--- config.mk ---
export PLATFORM = sky130hd
export DESIGN_NAME = axil_master
export DESIGN_NICKNAME = d
export VERILOG_FILES = /design/src/rtl/axil_master.sv
export SDC_FILE = /design/constraint.sdc
export NUM_CORES = 1
export LEC_CHECK = 0
export CAP_MARGIN = 20
export CORE_MARGIN = 8
export CORE_UTILIZATION = 37
export DETAILED_ROUTE_END_ITERATION = 16
export PLACE_DENSITY = 0.8
export SLEW_MARGIN = 40
export SYNTH_ARGS = -nofsm -noshare
export SYNTH_HDL_FRONTEND = slang
export SYNTH_SLANG_ARGS = --single-unit
--- constraint.sdc ---
create_clock -name clk -period 1.9 [get_ports clk]
set_clock_uncertainty 0.1 [all_clocks]
set_input_delay 0.57 -clock clk [delete_from_list [all_inputs] [get_ports clk]]
set_output_delay 0.57 -clock clk [all_outputs]
set_load 0.05 [all_outputs]
--- src/rtl/axil_master.sv ---
// AXI4-Lite initiator: one single-beat read or write in flight, zero-wait slave gives rsp_valid 3 cycles after accept.
// Command side stalls (cmd_ready low) until the response is consumed; a per-transaction watchdog aborts with SLVERR.
module axil_master #(
  parameter int ADDR_WIDTH     = 32,
  parameter int DATA_WIDTH     = 32,
  parameter int TIMEOUT_CYCLES = 256
) (
  input  logic                    clk,
  input  logic                    rst_n,

  input  logic                    cmd_valid,
  output logic                    cmd_ready,
  input  logic                    cmd_write,
  input  logic [ADDR_WIDTH-1:0]   cmd_addr,
  input  logic [DATA_WIDTH-1:0]   cmd_wdata,
  input  logic [DATA_WIDTH/8-1:0] cmd_wstrb,

  output logic                    rsp_valid,
  input  logic                    rsp_ready,
  output logic [DATA_WIDTH-1:0]   rsp_rdata,
  output logic [1:0]              rsp_resp,
  output logic                    rsp_timeout,

  output logic [ADDR_WIDTH-1:0]   m_axi_awaddr,
  output logic                    m_axi_awvalid,
  input  logic                    m_axi_awready,
  output logic [DATA_WIDTH-1:0]   m_axi_wdata,
  output logic [DATA_WIDTH/8-1:0] m_axi_wstrb,
  output logic                    m_axi_wvalid,
  input  logic                    m_axi_wready,
  input  logic [1:0]              m_axi_bresp,
  input  logic                    m_axi_bvalid,
  output logic                    m_axi_bready,
  output logic [ADDR_WIDTH-1:0]   m_axi_araddr,
  output logic                    m_axi_arvalid,
  input  logic                    m_axi_arready,
  input  logic [DATA_WIDTH-1:0]   m_axi_rdata,
  input  logic [1:0]              m_axi_rresp,
  input  logic                    m_axi_rvalid,
  output logic                    m_axi_rready
);

  typedef enum logic [2:0] {
    IDLE    = 3'd0,
    WR_AW_W = 3'd1,
    WR_B    = 3'd2,
    RD_AR   = 3'd3,
    RD_R    = 3'd4,
    RSP     = 3'd5
  } state_t;

  typedef struct packed {
    logic [DATA_WIDTH-1:0] rdata;
    logic [1:0]            resp;
    logic                  timeout;
  } rsp_t;

  localparam logic [1:0] RESP_SLVERR = 2'b10;

  // Counter holds the number of busy cycles already spent; saturates at the limit.
  localparam int              WD_W     = (TIMEOUT_CYCLES > 0) ? $clog2(TIMEOUT_CYCLES + 1) : 1;
  localparam logic [WD_W-1:0] WD_LIMIT = WD_W'(TIMEOUT_CYCLES);
  localparam bit              WD_EN    = (TIMEOUT_CYCLES > 0);

  state_t                  state_q, state_d;
  logic [ADDR_WIDTH-1:0]   addr_q, addr_d;
  logic [DATA_WIDTH-1:0]   wdata_q, wdata_d;
  logic [DATA_WIDTH/8-1:0] wstrb_q, wstrb_d;
  logic                    awvalid_q, awvalid_d;
  logic                    wvalid_q, wvalid_d;
  logic                    bready_q, bready_d;
  logic                    arvalid_q, arvalid_d;
  logic                    rready_q, rready_d;
  logic                    rsp_vld_q, rsp_vld_d;
  rsp_t                    rsp_q, rsp_d;
  logic [WD_W-1:0]         wdog_q;

  logic cmd_fire, rsp_fire;
  logic aw_fire, w_fire, b_fire, ar_fire, r_fire;
  logic aw_ok, w_ok;
  logic busy, expire;

  assign cmd_ready = (state_q == IDLE);
  assign cmd_fire  = cmd_valid & cmd_ready;
  assign rsp_fire  = rsp_vld_q & rsp_ready;

  assign aw_fire = awvalid_q & m_axi_awready;
  assign w_fire  = wvalid_q  & m_axi_wready;
  assign b_fire  = bready_q  & m_axi_bvalid;
  assign ar_fire = arvalid_q & m_axi_arready;
  assign r_fire  = rready_q  & m_axi_rvalid;

  // A channel is finished once its valid has dropped or it handshakes this cycle.
  assign aw_ok = ~awvalid_q | m_axi_awready;
  assign w_ok  = ~wvalid_q  | m_axi_wready;

  assign busy   = (state_q == WR_AW_W) || (state_q == WR_B) ||
                  (state_q == RD_AR)   || (state_q == RD_R);
  assign expire = WD_EN && busy && (wdog_q == WD_LIMIT);

  always_ff @(posedge clk or negedge rst_n) begin
    if (!rst_n) begin
      state_q <= IDLE;
    end else begin
      state_q <= state_d;
    end
  end

  // Completing handshakes are checked before expiry so a late handshake still wins.
  always_comb begin
    state_d = state_q;
    case (state_q)
      IDLE: begin
        if (cmd_fire) state_d = cmd_write ? WR_AW_W : RD_AR;
      end
      WR_AW_W: begin
        if (aw_ok && w_ok) state_d = WR_B;
        else if (expire)   state_d = RSP;
      end
      WR_B: begin
        if (b_fire || expire) state_d = RSP;
      end
      RD_AR: begin
        if (ar_fire)     state_d = RD_R;
        else if (expire) state_d = RSP;
      end
      RD_R: begin
        if (r_fire || expire) state_d = RSP;
      end
      RSP: begin
        if (rsp_fire) state_d = IDLE;
      end
      default: state_d = IDLE;
    endcase
  end

  always_comb begin
    addr_d    = addr_q;
    wdata_d   = wdata_q;
    wstrb_d   = wstrb_q;
    awvalid_d = awvalid_q;
    wvalid_d  = wvalid_q;
    bready_d  = bready_q;
    arvalid_d = arvalid_q;
    rready_d  = rready_q;
    rsp_vld_d = rsp_vld_q;
    rsp_d     = rsp_q;
    case (state_q)
      IDLE: begin
        if (cmd_fire) begin
          addr_d    = cmd_addr;
          wdata_d   = cmd_wdata;
          wstrb_d   = cmd_wstrb;
          awvalid_d = cmd_write;
          wvalid_d  = cmd_write;
          arvalid_d = ~cmd_write;
          rsp_d     = '0;
        end
      end
      WR_AW_W: begin
        if (aw_ok && w_ok) begin
          awvalid_d = 1'b0;
          wvalid_d  = 1'b0;
          bready_d  = 1'b1;
        end else if (expire) begin
          awvalid_d     = 1'b0;
          wvalid_d      = 1'b0;
          rsp_vld_d     = 1'b1;
          rsp_d.resp    = RESP_SLVERR;
          rsp_d.timeout = 1'b1;
        end else begin
          if (aw_fire) awvalid_d = 1'b0;
          if (w_fire)  wvalid_d  = 1'b0;
        end
      end
      WR_B: begin
        if (b_fire) begin
          bready_d   = 1'b0;
          rsp_vld_d  = 1'b1;
          rsp_d.resp = m_axi_bresp;
        end else if (expire) begin
          bready_d      = 1'b0;
          rsp_vld_d     = 1'b1;
          rsp_d.resp    = RESP_SLVERR;
          rsp_d.timeout = 1'b1;
        end
      end
      RD_AR: begin
        if (ar_fire) begin
          arvalid_d = 1'b0;
          rready_d  = 1'b1;
        end else if (expire) begin
          arvalid_d     = 1'b0;
          rsp_vld_d     = 1'b1;
          rsp_d.resp    = RESP_SLVERR;
          rsp_d.timeout = 1'b1;
        end
      end
      RD_R: begin
        if (r_fire) begin
          rready_d    = 1'b0;
          rsp_vld_d   = 1'b1;
          rsp_d.rdata = m_axi_rdata;
          rsp_d.resp  = m_axi_rresp;
        end else if (expire) begin
          rready_d      = 1'b0;
          rsp_vld_d     = 1'b1;
          rsp_d.resp    = RESP_SLVERR;
          rsp_d.timeout = 1'b1;
        end
      end
      RSP: begin
        if (rsp_fire) rsp_vld_d = 1'b0;
      end
      default: begin
        awvalid_d = 1'b0;
        wvalid_d  = 1'b0;
        bready_d  = 1'b0;
        arvalid_d = 1'b0;
        rready_d  = 1'b0;
        rsp_vld_d = 1'b0;
      end
    endcase
  end

  always_ff @(posedge clk or negedge rst_n) begin
    if (!rst_n) begin
      addr_q    <= '0;
      wdata_q   <= '0;
      wstrb_q   <= '0;
      awvalid_q <= 1'b0;
      wvalid_q  <= 1'b0;
      bready_q  <= 1'b0;
      arvalid_q <= 1'b0;
      rready_q  <= 1'b0;
      rsp_vld_q <= 1'b0;
      rsp_q     <= '0;
    end else begin
      addr_q    <= addr_d;
      wdata_q   <= wdata_d;
      wstrb_q   <= wstrb_d;
      awvalid_q <= awvalid_d;
      wvalid_q  <= wvalid_d;
      bready_q  <= bready_d;
      arvalid_q <= arvalid_d;
      rready_q  <= rready_d;
      rsp_vld_q <= rsp_vld_d;
      rsp_q     <= rsp_d;
    end
  end

  always_ff @(posedge clk or negedge rst_n) begin
    if (!rst_n) begin
      wdog_q <= '0;
    end else if (cmd_fire) begin
      wdog_q <= '0;
    end else if (WD_EN && busy && (wdog_q != WD_LIMIT)) begin
      wdog_q <= wdog_q + WD_W'(1);
    end
  end

  assign m_axi_awaddr  = addr_q;
  assign m_axi_awvalid = awvalid_q;
  assign m_axi_wdata   = wdata_q;
  assign m_axi_wstrb   = wstrb_q;
  assign m_axi_wvalid  = wvalid_q;
  assign m_axi_bready  = bready_q;
  assign m_axi_araddr  = addr_q;
  assign m_axi_arvalid = arvalid_q;
  assign m_axi_rready  = rready_q;

  assign rsp_valid   = rsp_vld_q;
  assign rsp_rdata   = rsp_q.rdata;
  assign rsp_resp    = rsp_q.resp;
  assign rsp_timeout = rsp_q.timeout;

  // Pending valids hold with a stable payload unless the watchdog aborts.
  ap_aw_hold: assert property (@(posedge clk) disable iff (!rst_n)
    (m_axi_awvalid && !m_axi_awready && !expire) |=> (m_axi_awvalid && $stable(m_axi_awaddr)));
  ap_w_hold: assert property (@(posedge clk) disable iff (!rst_n)
    (m_axi_wvalid && !m_axi_wready && !expire) |=> (m_axi_wvalid && $stable(m_axi_wdata)));
  ap_ar_hold: assert property (@(posedge clk) disable iff (!rst_n)
    (m_axi_arvalid && !m_axi_arready && !expire) |=> (m_axi_arvalid && $stable(m_axi_araddr)));
  ap_rsp_hold: assert property (@(posedge clk) disable iff (!rst_n)
    (rsp_valid && !rsp_ready) |=> (rsp_valid && $stable(rsp_rdata) && $stable(rsp_resp)));

endmodule

==> results.yml <==
floorplanning:
  num_io_pins: 256
  floorplan.core_area_sq_mm: 0.0144
  number_of_cell_rows: 44
  initial_utilization: 0.375
  chipHeight_microns: 137
  dieWidth_microns: 137
  design.die.area_sq_mm: 0.0187
synthesis:
  synthesis.yosys.warnings: 0
  edff_count_synth: 0
  synth_top_area_frac: 0.560
  synth.area.top_cells: "dfrtp_1 56%, nand2_1 20%, buf_4 4.6%, o21ai_1 2.6%, nand3_1 1.4%"
  synth_top_flop_cell: "dfrtp_1"
  syn_nets: 736
  synthesized_area_fraction_occupied_by_adder_cells: 0.00463
  synthCells: 620
  ys_async_sr_fraction: 1.00
  synthDistinctLibCells: 48
  synthMostInstantiatedCell: "nand2_1"
  synth_top_family_by_area: "simple AND/OR/NAND/NOR gates"
  synth.avg_cell_area_sq_um: 8.71
  synth.top_cells.by_count: "288 x nand2_1, 121 x dfrtp_1, 33 x buf_4, 28 x o21ai_1"
  yosys-mux-area-fraction: 0.00185
  synthSimpleGateAreaFrac: 0.256
  synth-seq-area-share: 0.560
  synth-compound-area-share: 0.0845
  post_synth_xor_area_fraction: 0.00973
  ys_seq_elements: 121
  synth_area_sq_mm: 0.00540
  synth_area_leader_cell: "dfrtp_1"
drt:
  drt_iter0_markers: 252
  drt_pass1_iterations: 5
  detail_route.drc_violations: 0
  met3WireLength_microns: 1460
  wirelength_met1_microns: 7170
  avgViaCountPerCell: 4.97
  maxUsedRoutingLayer: "met4"
  finalWirelength_microns: 19900
  num_vias: 5413
  route.met2.wl_microns: 10700
  route.detailed.wl_per_inst_microns: 18.3
  drt.antenna.violating_nets: 0
worst_setup_path:
  regToRegEndpoint: "rsp_rdata[15]"
  worst_r2r_path_depth: 8
  worstSetupStartpointType: "flip-flop"
  worstPathArrival_ns: 2.14
  critical_path.reg2reg.startpoint: "state_q[1]"
  critical_path.cell_chain: "buf_4, buf_4, nor3b_4, nand3_2, and2_4, clkbuf_16, nand2_1, o21ai_1"
  crit_path_max_fanout: 9
  cell_occurring_most_often_along_the_worst_timing_path: "buf_4"
  cp.required_ns: 2.09
  r2r_slack_ns: -0.06
  critical_path_buf_inv_count: 3
  timing.critical_path.to_type: "flip-flop"
  timing.critical_path.slowest_cell_delay_ns: 0.43
  critical_path.slowest_cell: "dfrtp_2"
  critical_path.top_delay_family: "simple AND/OR/NAND/NOR gates"
  critical_path_class: "reg2reg"
worst_hold_path:
  hp-class: "reg2reg"
  whs_endpoint: "m_axi_wdata[26]"
  timing.hold.worst_path_depth: 2
  holdCritStartpoint: "m_axi_wdata[26]"
placement:
  pre_cts_slack_ns: -0.220
  gp_congestion: 0.912
  io_buffers: 255
  detailedPlacementHpwl_microns: 14200
  postPlaceCellArea_sq_mm: 0.00968
clocking:
  clock_tree_from_tritoncts: "built"
  worstSkewPairLatency_ns: 0.41
  cts-htree-levels: 4
  tritoncts.num_buffers: 17
  clockBufferDepth: 2
  clk_pin_slew_worst_paths_ns: 0.06
  root_cell_of_the_clock_tree: "clkbuf_16"
  cts_num_sinks: 121
grt:
  number_of_antenna_violations_at_the_first_check_in_global_routing: 0
  grt_max_degree: 51
  grt_pass1_wl_microns: 28700
  grt_pass1_vias: 5314
  global_route.overflow_total: 0
  grtUsageTotal: 0.199
status:
  failing_checks: "negative setup slack"
  result_of_the_run: "complete, but fails checks"
finish:
  post_route_cells_drive_above_1_share: 0.297
  finish.instance_area_sq_mm: 0.0107
  layout.core_utilization: 0.739
  area.growth.synth_to_final_pct: 97.3
  fin_nets: 1011
  antenna_cells: 0
pwr:
  clock_power_share: 0.162
  leakagePower_nw: 4.94
  total_power_mw: 21.2
  sw_frac_of_total: 0.439
  p_per_area_mw_per_mm2: 1990
  power_report.internal_total_mw: 11.9
  p_sw_mw: 9.30
  share_of_power_burned_in_registers: 0.231
  ir_drop_v: 0.00107
  power_frac_comb: 0.607
sta:
  final.setup.tns_ns: -1.26
  period_utilization: 1.03
  final_hold_viol_count: 0
  slew_headroom: 0.703
  final_period_minus_worst_setup_slack_ns: 1.96
  slew_violations: 0
  worstMarginPinSlew_ns: 0.446
  max_clock_freq_mhz: 510
  final_setup_violating_endpoints: 35
  grt_setup_unrepaired: "true"
  postLayoutSetupSlackWorst_ns: -0.0594
job:
  maxCapViolCount: 0
==> power groups by stage <==
stage                     Clock (mW)  Sequential [mW]  Combinational (mW)
final                           3.43             4.89                12.9
after global placement             0             4.83                12.2
after global routing            3.61             5.00                13.4
after floorplan                    0             7.14                3.63
after CTS                       3.47             4.86                12.5
after detailed placement           0             4.89                12.4
==> kinds of logic after synthesis <==
kind of cell / Yosys count
xor gates and xnor gates: 6
and+or+nand+nor: 340
DFF: 121
buffers and inverters: 74
adders and majority gates: 2
muxes: 1
AOI/OAI and AO/OA: 76
==> metrics by stage <==
stage	std cells	hold WS, ns
floorplan	620	0.174
global placement	1044	0.345
detailed placement	1044	0.347
CTS	1078	0.438
global route	1090	0.463
finish	1090	0.434
==> worst min-delay path, cell delays in order, from the launching register on <==
cell and delay, ns:
dfrtp_1 0.39, nand2_1 0.06, nand2_1 0.05
==> flip-flops by register name (all words and copies together) (netlist names) <==
register and count:
wdog_q 9, rsp_resp 2, m_axi_wdata 32, m_axi_wstrb 4
m_axi_bready 1, rsp_valid 1, m_axi_rready 1, rsp_rdata 32
rsp_timeout 1, m_axi_araddr 32, m_axi_awvalid 1, m_axi_arvalid 1
m_axi_wvalid 1, state_q 3
==> worst max path at each step <==
| stage | from | end | depth (start not counted) |
|---|---|---|---|
| after global placement | m_axi_awready | state_q[2] | 6 |
| after CTS | state_q[0] | cmd_ready | 2 |
| after detailed placement | cmd_valid | rsp_resp[0] | 5 |
| final | state_q[1] | rsp_rdata[15] | 8 |
| after global routing | state_q[1] | rsp_rdata[16] | 8 |
| after floorplan | state_q[0] | rsp_rdata[0] | 7 |
==> routing by layer <==
| metal | track usage | up-vias |
|---|---|---|
| li1 | - | 2520 |
| met1 | 0.217 | 2604 |
| met2 | 0.359 | 239 |
| met3 | 0.0529 | 50 |
| met4 | 0.0815 | 0 |
| met5 | 0 | - |
==> cell usage in the layout, fill, tap and decap left out, types with 3 or more instances in the layout <==
cell type / n
a21oi_1: 6
a31oi_1: 3
buf_12: 151
buf_4: 47
buf_6: 3
bufinv_16: 4
clkbuf_16: 22
clkbuf_8: 4
clkdlybuf4s50_1: 112
clkinv_2: 5
dfrtp_1: 118
dfrtp_2: 3
inv_1: 9
nand2_1: 286
nand2_2: 3
nand2b_1: 5
nand3_1: 12
nand3_2: 3
nand4_1: 3
nor2_1: 11
o211ai_1: 4
o21a_1: 4
o21ai_0: 8
o21ai_1: 28
o21ai_2: 7
o221ai_1: 3
xnor2_1: 3
xor2_1: 3
==> repair_timing <==
action,CTS,global route
hold buffers,1,0
endpoints found under the setup margin,11,44
cloned,0,7
pin swaps,2,8
buffers inserted,3,5
resized for setup,7,26
endpoints found under the hold margin,10,0
==> final cells by class <==
cell class | count | area, sq um
Tap cell | 184 | 230
Clock buffer | 21 | 480
Multi-Input combinational cell | 425 | 2070
Inverter | 11 | 41.3
Clock inverter | 9 | 145
Sequential cell | 121 | 3030
Fill cell | 904 | 3760
Timing Repair Buffer | 319 | 4670
No activity file was read; power rests on OpenSTA's default activity.
